**config.mk**
```make
export PLATFORM = sky130hd
export DESIGN_NAME = dmem_responder_flat
export DESIGN_NICKNAME = d
export VERILOG_FILES = /design/src/rtl/dmem_responder_if.sv /design/src/rtl/dmem_responder.sv /design/src/flat_wrapper.sv
export SDC_FILE = /design/constraint.sdc
export NUM_CORES = 2
export LEC_CHECK = 0
export CAP_MARGIN = 25
export CORE_MARGIN = 2
export CORE_UTILIZATION = 47
export CTS_CLUSTER_SIZE = 14
export DETAILED_ROUTE_END_ITERATION = 8
export SYNTH_ARGS = -nofsm -noshare
export SYNTH_HDL_FRONTEND = slang
export SYNTH_SLANG_ARGS = --single-unit
```
**constraint.sdc**
```tcl
create_clock -name clk -period 4.99 [get_ports clk]
set_input_delay 0.998 -clock clk [delete_from_list [all_inputs] [get_ports clk]]
set_output_delay 0.998 -clock clk [all_outputs]
set_load 0.05 [all_outputs]
```
**src/rtl/dmem_responder_if.sv**
```systemverilog
// Load/store request/response bundle between the MIPS datapath (master)
// and the data-memory responder (slave).
interface dmem_responder_if;
  logic        req_valid;
  logic        req_ready;
  logic        we;
  logic [1:0]  size;
  logic [31:0] addr;
  logic [31:0] wdata;
  logic        resp_valid;
  logic [31:0] resp_data;
  logic        resp_err;

  modport master (
    output req_valid, we, size, addr, wdata,
    input  req_ready, resp_valid, resp_data, resp_err
  );

  modport slave (
    input  req_valid, we, size, addr, wdata,
    output req_ready, resp_valid, resp_data, resp_err
  );
endinterface

```
**src/rtl/dmem_responder.sv**
```systemverilog
// Data-memory responder: one byte/half/word access at a time, WAIT_CYCLES wait states,
// sub-word stores by read-modify-write. Define DMEM_ALIGN_CHECK_EN to report misaligned/out-of-range requests.
module dmem_responder #(
  parameter int DEPTH       = 64,
  parameter int WAIT_CYCLES = 1
) (
  input  logic              clk,
  input  logic              reset,
  dmem_responder_if.slave   bus
);

  localparam int AW = (DEPTH > 1) ? $clog2(DEPTH) : 1;

  typedef enum logic [1:0] {IDLE, ACCESS, MERGE, RESP} state_t;

  state_t      state;
  logic [3:0]  cnt;
  logic        we_q;
  logic [1:0]  size_q;
  logic [31:0] addr_q;
  logic [31:0] wdata_q;
  logic [31:0] rdata_q;
  logic        req_ready;
  logic        resp_valid;
  logic [31:0] resp_data;
  logic        resp_err;
  logic        err_q;

  logic [31:0] mem [DEPTH];

  logic [1:0]  size_n;
  logic [31:0] addr_n;
  logic        req_err;
  logic [AW-1:0] idx;
  logic [31:0] merged;
  logic        mem_we;
  logic [31:0] mem_wd;

  // Request normalisation at acceptance: either flag the error or fold it away.
  always_comb begin
    size_n  = bus.size;
    addr_n  = bus.addr;
    req_err = 1'b0;
`ifdef DMEM_ALIGN_CHECK_EN
    req_err = (bus.size == 2'b11) ||
              (bus.size == 2'b01 && bus.addr[0]) ||
              (bus.size == 2'b10 && bus.addr[1:0] != 2'b00) ||
              (bus.addr[31:2] >= 30'(DEPTH));
`else
    if (bus.size == 2'b11) size_n = 2'b10;
    if (size_n == 2'b10) addr_n[1:0] = 2'b00;
    if (size_n == 2'b01) addr_n[0] = 1'b0;
`endif
  end

  assign idx = AW'(addr_q[31:2] % 30'(DEPTH));

  function automatic logic [31:0] lane_rd(input logic [31:0] w, input logic [1:0] sz,
                                          input logic [1:0] off);
    case (sz)
      2'b00:   return {24'h0, w[{off, 3'b000} +: 8]};
      2'b01:   return {16'h0, w[{off[1], 4'b0000} +: 16]};
      default: return w;
    endcase
  endfunction

  always_comb begin
    merged = rdata_q;
    if (size_q == 2'b00) merged[{addr_q[1:0], 3'b000} +: 8]  = wdata_q[7:0];
    else                 merged[{addr_q[1], 4'b0000} +: 16]  = wdata_q[15:0];
  end

  assign mem_we = (state == ACCESS && cnt == 4'd0 && !err_q && we_q && size_q == 2'b10) ||
                  (state == MERGE);
  assign mem_wd = (state == MERGE) ? merged : wdata_q;

  // Array is never cleared; a write coinciding with reset is dropped.
  always_ff @(posedge clk) begin
    if (reset && mem_we) mem[idx] <= mem_wd;
  end

  always_ff @(posedge clk) begin
    if (!reset) begin
      state      <= IDLE;
      cnt        <= 4'd0;
      we_q       <= 1'b0;
      size_q     <= 2'b00;
      addr_q     <= 32'h0;
      wdata_q    <= 32'h0;
      rdata_q    <= 32'h0;
      err_q      <= 1'b0;
      req_ready  <= 1'b1;
      resp_valid <= 1'b0;
      resp_data  <= 32'h0;
      resp_err   <= 1'b0;
    end else begin
      case (state)
        IDLE: begin
          if (bus.req_valid && req_ready) begin
            we_q      <= bus.we;
            size_q    <= size_n;
            addr_q    <= addr_n;
            wdata_q   <= bus.wdata;
            err_q     <= req_err;
            // Errors pass through ACCESS once so their response lands one edge after accept.
            cnt       <= req_err ? 4'd0 : 4'(WAIT_CYCLES);
            req_ready <= 1'b0;
            state     <= ACCESS;
          end
        end
        ACCESS: begin
          if (cnt != 4'd0) begin
            cnt <= cnt - 4'd1;
          end else if (err_q) begin
            resp_valid <= 1'b1;
            resp_data  <= 32'h0;
            resp_err   <= 1'b1;
            state      <= RESP;
          end else if (!we_q) begin
            rdata_q    <= mem[idx];
            resp_data  <= lane_rd(mem[idx], size_q, addr_q[1:0]);
            resp_valid <= 1'b1;
            resp_err   <= 1'b0;
            state      <= RESP;
          end else if (size_q == 2'b10) begin
            resp_data  <= 32'h0;
            resp_valid <= 1'b1;
            resp_err   <= 1'b0;
            state      <= RESP;
          end else begin
            rdata_q <= mem[idx];
            state   <= MERGE;
          end
        end
        MERGE: begin
          resp_data  <= 32'h0;
          resp_valid <= 1'b1;
          resp_err   <= 1'b0;
          state      <= RESP;
        end
        RESP: begin
          resp_valid <= 1'b0;
          resp_data  <= 32'h0;
          resp_err   <= 1'b0;
          req_ready  <= 1'b1;
          state      <= IDLE;
        end
        default: state <= IDLE;
      endcase
    end
  end

  assign bus.req_ready  = req_ready;
  assign bus.resp_valid = resp_valid;
  assign bus.resp_data  = resp_data;
`ifdef DMEM_ALIGN_CHECK_EN
  assign bus.resp_err   = resp_err;
`else
  assign bus.resp_err   = 1'b0;
`endif

endmodule

```
**src/flat_wrapper.sv**
```systemverilog
// flat-port wrapper written by rule: the top's interface ports become plain ports
module dmem_responder_flat 
#(
  parameter int DEPTH       = 64,
  parameter int WAIT_CYCLES = 1
)
  (clk, reset, bus_req_valid, bus_we, bus_size, bus_addr, bus_wdata, bus_req_ready, bus_resp_valid, bus_resp_data, bus_resp_err);
  dmem_responder_if bus_i ();
  input  logic clk;
  input  logic reset;
  input wire logic [$bits(bus_i.req_valid)-1:0] bus_req_valid;
  input wire logic [$bits(bus_i.we)-1:0] bus_we;
  input wire logic [$bits(bus_i.size)-1:0] bus_size;
  input wire logic [$bits(bus_i.addr)-1:0] bus_addr;
  input wire logic [$bits(bus_i.wdata)-1:0] bus_wdata;
  output wire logic [$bits(bus_i.req_ready)-1:0] bus_req_ready;
  output wire logic [$bits(bus_i.resp_valid)-1:0] bus_resp_valid;
  output wire logic [$bits(bus_i.resp_data)-1:0] bus_resp_data;
  output wire logic [$bits(bus_i.resp_err)-1:0] bus_resp_err;
  assign bus_i.req_valid = bus_req_valid;
  assign bus_i.we = bus_we;
  assign bus_i.size = bus_size;
  assign bus_i.addr = bus_addr;
  assign bus_i.wdata = bus_wdata;
  assign bus_req_ready = bus_i.req_ready;
  assign bus_resp_valid = bus_i.resp_valid;
  assign bus_resp_data = bus_i.resp_data;
  assign bus_resp_err = bus_i.resp_err;
  dmem_responder #(.DEPTH(DEPTH), .WAIT_CYCLES(WAIT_CYCLES)) u_core (.clk(clk), .reset(reset), .bus(bus_i));
endmodule
```
==> impl_metrics.xml <==
<?xml version="1.0" encoding="UTF-8"?>
<metrics>
  <group name="logic_synthesis">
    <metric name="synth_compound_gate_area_share" unit="">0.0396</metric>
    <metric name="synth.mux.area_fraction" unit="">0.143</metric>
    <metric name="synthXorXnorAreaFrac" unit="">0.000210</metric>
    <metric name="synth-edff-count" unit="">2048</metric>
    <metric name="synth_fa_ha_area_frac" unit="">0.00180</metric>
    <metric name="sequential_element_share_of_the_synthesized_area" unit="">0.766</metric>
    <metric name="synth-seq-cells" unit="">2169</metric>
    <metric name="synthArstFlopShare" unit="">0</metric>
    <metric name="post_synth_and_or_nand_nor_area_fraction" unit="">0.0327</metric>
    <metric name="synthTopCellsByArea" unit="">edfxtp_1, mux4_2, dfxtp_1</metric>
    <metric name="syn_avg_cell_area" unit="um^2">20.4</metric>
    <metric name="largest_family_of_logic_cells_by_synthesized_area" unit="">multiplexers</metric>
    <metric name="synth.distinct_cells" unit="">75</metric>
    <metric name="synth_area_leader_cell" unit="">edfxtp_1</metric>
    <metric name="ys_warn_count" unit="">0</metric>
    <metric name="synth_top_cell_area_share" unit="">0.737</metric>
    <metric name="netlist_instances" unit="">4082</metric>
    <metric name="synth_area" unit="um^2">83400</metric>
    <metric name="syn_nets" unit="">4164</metric>
    <metric name="yosys_most_used_dff" unit="">edfxtp_1</metric>
  </group>
  <group name="critical_path">
    <metric name="rr_endpoint" unit="">u_core.mem[3][10]</metric>
    <metric name="worst_ep_required_time" unit="ns">5.53</metric>
    <metric name="critical_path.startpoint_type" unit="">flop</metric>
    <metric name="cp-endpoint" unit="">u_core.mem[3][10]</metric>
    <metric name="path_max_fanout" unit="">22</metric>
    <metric name="worstSetupEndpointType" unit="">flop</metric>
    <metric name="worst_setup_path_startpoint" unit="">u_core.cnt[0]</metric>
    <metric name="worst-r2r-cell-count" unit="">10</metric>
    <metric name="rrSetupSlack" unit="ns">0.75</metric>
    <metric name="r2r_start" unit="">u_core.cnt[0]</metric>
    <metric name="setup.worst_path.class" unit="">flop to flop</metric>
    <metric name="worst_ep_arrival_time" unit="ns">4.78</metric>
  </group>
  <group name="clocking">
    <metric name="postCtsSetupRepairBufs" unit="">0</metric>
    <metric name="clock_root_buffer" unit="">clkbuf_16</metric>
    <metric name="tritoncts.num_buffers" unit="">212</metric>
    <metric name="clk_latency" unit="ns">0.86</metric>
    <metric name="ctsLongestPathBuffers" unit="">3</metric>
    <metric name="clk_pin_slew_worst_paths" unit="ns">0.06</metric>
    <metric name="cts-resized-gates" unit="">0</metric>
    <metric name="cts_hold_buffers" unit="">0</metric>
    <metric name="cts_htree_levels" unit="">4</metric>
    <metric name="clock_sinks" unit="">2169</metric>
    <metric name="cts_tree" unit="">yes</metric>
  </group>
  <group name="place">
    <metric name="placedCellCount" unit="">6546</metric>
    <metric name="dp_slack" unit="ns">0.675</metric>
    <metric name="dp_hpwl" unit="um">149000</metric>
    <metric name="gp_congestion" unit="">0.871</metric>
    <metric name="buffer_ports.inserted" unit="">79</metric>
  </group>
  <group name="timing">
    <metric name="unrepaired_setup_endpoints_after_global_routing" unit="">false</metric>
    <metric name="clock_skew" unit="ns">0.0367</metric>
    <metric name="final_hold_viol_count" unit="">0</metric>
    <metric name="timing.final.crit_period" unit="ns">4.24</metric>
    <metric name="timing.final.ws_setup" unit="ns">0.745</metric>
    <metric name="timing_limited_maximum_frequency" unit="GHz">0.236</metric>
    <metric name="tightest_slew" unit="ns">1.09</metric>
    <metric name="setup-violations-final" unit="">0</metric>
    <metric name="slew_headroom" unit="">0.271</metric>
    <metric name="timing.final.crit_share" unit="">0.851</metric>
    <metric name="setup_tns" unit="ns">0</metric>
    <metric name="drv_slew" unit="">0</metric>
  </group>
  <group name="global_route">
    <metric name="vias_in_the_first_global_route" unit="">42500</metric>
    <metric name="globalRouteMet2Util" unit="">0.407</metric>
    <metric name="track_usage" unit="">0.267</metric>
    <metric name="grt.overflow.total" unit="">0</metric>
    <metric name="grt_use_met3" unit="">0.0525</metric>
    <metric name="grt_use_met1" unit="">0.397</metric>
    <metric name="grt_pass1_wl" unit="um">337000</metric>
    <metric name="grt_start_max_net_pins" unit="">67</metric>
    <metric name="antenna_violations_before_repair" unit="">8</metric>
    <metric name="gr-max-usage-layer" unit="">met2</metric>
  </group>
  <group name="final_layout">
    <metric name="area.growth.synth_to_final" unit="%">15.3</metric>
    <metric name="layoutNonFillerInstCount" unit="">6947</metric>
    <metric name="drive_gt1_frac" unit="">0.255</metric>
    <metric name="fillerInstances" unit="">13500</metric>
    <metric name="layout.nets" unit="">4505</metric>
  </group>
  <group name="route">
    <metric name="final_antenna_net_count" unit="">0</metric>
    <metric name="viasPerCell" unit="">6.34</metric>
    <metric name="detailedRoute.firstPassIterationCount" unit="">7</metric>
    <metric name="wire_per_inst" unit="um">34.7</metric>
    <metric name="drt-total-wl" unit="um">241000</metric>
    <metric name="drcViolationCount" unit="">0</metric>
    <metric name="violation_count_after_the_first_detailed_route_iteration" unit="">6814</metric>
    <metric name="dr_total_vias" unit="">44000</metric>
  </group>
  <group name="power_and_ir_drop">
    <metric name="switching_share" unit="">0.295</metric>
    <metric name="leakagePower" unit="uW">0.0296</metric>
    <metric name="cellPowerDensity" unit="nW/um^2">504</metric>
    <metric name="vdd.ir_drop.worst" unit="mV">0.384</metric>
    <metric name="cell_internal_pwr" unit="uW">34200</metric>
    <metric name="switching_power" unit="uW">14300</metric>
    <metric name="power_frac_clock" unit="">0.320</metric>
    <metric name="seqPwrFrac" unit="">0.471</metric>
    <metric name="comb_power_share" unit="">0.209</metric>
  </group>
  <group name="die">
    <metric name="floorplan.die.height" unit="um">425</metric>
    <metric name="placeableCoreArea" unit="um^2">176000</metric>
    <metric name="floorplan.die.width" unit="um">425</metric>
    <metric name="die_area" unit="um^2">181000</metric>
    <metric name="initial_core_util" unit="">0.473</metric>
    <metric name="placement_rows" unit="">154</metric>
    <metric name="io_pins" unit="">105</metric>
  </group>
  <group name="job">
    <metric name="cap_viol_max_count" unit="">0</metric>
  </group>
  <group name="worst_hold_path">
    <metric name="min_path_type" unit="">flop to flop</metric>
  </group>
  <group name="status">
    <metric name="result_of_the_run" unit="">finished, final reports clean</metric>
  </group>
</metrics>
-- metrics by stage --
| stage | util | power, uW | area, um^2 | hold WS, ns |
|---|---|---|---|---|
| after global placement | 0.507 | 32900 | 89400 | 0.445 |
| final | 0.546 | 48500 | 96200 | 0.461 |
| after detailed placement | 0.507 | 33200 | 89500 | 0.449 |
| after global routing | 0.546 | 49900 | 96200 | 0.476 |
| after CTS | 0.545 | 48500 | 96200 | 0.459 |
| after floorplan | - | 28500 | 83400 | 0.436 |
-- registers in the layout, indices dropped and copies added, names as in the netlist, named ones only --
| name | flops |
|---|---|
| u_core.bus.resp_data | 32 |
| u_core.size_q | 2 |
| u_core.addr_q | 8 |
| u_core.rdata_q | 32 |
| u_core.state | 2 |
| u_core.cnt | 4 |
| u_core.bus.req_ready | 1 |
| u_core.we_q | 1 |
| u_core.mem | 2048 |
| u_core.bus.resp_valid | 1 |
| u_core.wdata_q | 32 |
-- metal layers --
layer | share of wire | vias to the layer above
li1 | - | 17700
met1 | 0.41 | 23600
met2 | 0.46 | 2376
met3 | 0.10 | 340
met4 | 0.028 | 0
met5 | 0 | -
-- cell usage in the layout, fill, tap and decap left out, types with 64 or more instances in the layout --
cell type,n
buf_4,209
nand2_1,222
clkbuf_16,215
nor2_4,64
a22oi_1,138
mux4_2,474
nor2_1,107
mux2i_1,126
edfxtp_1,2048
clkdlybuf4s50_1,79
a21oi_1,94
dfxtp_1,116
-- Yosys cell counts (5+ instances only) --
library cell,n
edfxtp_1,2048
mux4_2,474
nand2_1,222
nor2_1,174
a22oi_1,138
mux2i_1,126
dfxtp_1,121
a21oi_1,118
clkbuf_1,96
nand3_1,59
buf_2,40
buf_6,35
o21ai_0,32
buf_4,27
a22o_1,23
nand4_1,23
a221oi_1,22
buf_1,22
a211oi_1,19
and2_1,16
a2bb2oi_1,15
inv_1,14
nor2b_1,14
nor3_1,13
ha_1,12
a221o_1,11
and3_1,11
nand2b_1,9
a222oi_1,8
a32oi_1,8
nor4_1,8
o2111ai_1,8
o211ai_1,8
nand3b_1,7
o22ai_1,7
nor3_2,6
a311oi_1,5
a31oi_1,5
a32o_1,5
o21ai_1,5
-- cell families (layout without fill, tap and decap cells) --
| family | after synthesis | count (layout) |
|---|---|---|
| adders and majority gates | 12 | 12 |
| and+or+nand+nor | 590 | 590 |
| AOI/OAI and AO/OA | 466 | 466 |
| muxes | 603 | 603 |
| buffers and inverters | 239 | 761 |
| xor gates and xnor gates | 2 | 2 |
| other | 1 | 4 |
| DFF | 2169 | 2169 |
-- critical path, cell delays in order, from the launching register on --
cell     delay, ns
dfxtp_1       0.33
inv_1         0.09
ha_1          0.14
nor3b_1       0.36
nand2_1       0.20
nor2_1        0.24
o21ai_0       0.37
nor2_1        0.48
nand2_1       0.60
nor2_4        0.75
buf_12        0.32
-- how the worst min path moves through the flow --
stage | from | to | slack, ns | depth (start not counted)
after floorplan | u_core.wdata_q[31] | u_core.wdata_q[31] | 0.44 | 2
after global placement | u_core.rdata_q[0] | u_core.rdata_q[0] | 0.45 | 2
after detailed placement | u_core.wdata_q[24] | u_core.wdata_q[24] | 0.45 | 2
after CTS | u_core.rdata_q[2] | u_core.rdata_q[2] | 0.46 | 2
after global routing | u_core.rdata_q[5] | u_core.rdata_q[5] | 0.48 | 2
final | u_core.wdata_q[29] | u_core.wdata_q[29] | 0.46 | 2
-- power by group through the flow --
| stage | combinational, uW | sequential (uW) | clock [uW] |
|---|---|---|---|
| floorplan | 5170 | 23400 | 0 |
| global route | 10600 | 22900 | 16400 |
| detailed placement | 9970 | 23200 | 0 |
| CTS | 9970 | 22800 | 15700 |
| global placement | 9730 | 23200 | 0 |
| finish | 10100 | 22800 | 15500 |
-- final cells by class --
cell class / count / area, um^2 / share of cell area
diodes: 3 / 7.51 / 0.0000780
clock buffers: 277 / 5640 / 0.0586
clock inverters: 118 / 1050 / 0.0109
inverters: 17 / 65.1 / 0.000676
multi-input cells: 1674 / 19000 / 0.198
flip-flops and latches: 2169 / 63900 / 0.664
well taps: 2340 / 2930 / 0.0304
repair buffers: 349 / 3590 / 0.0373
Power figures use the tool's default switching activity.
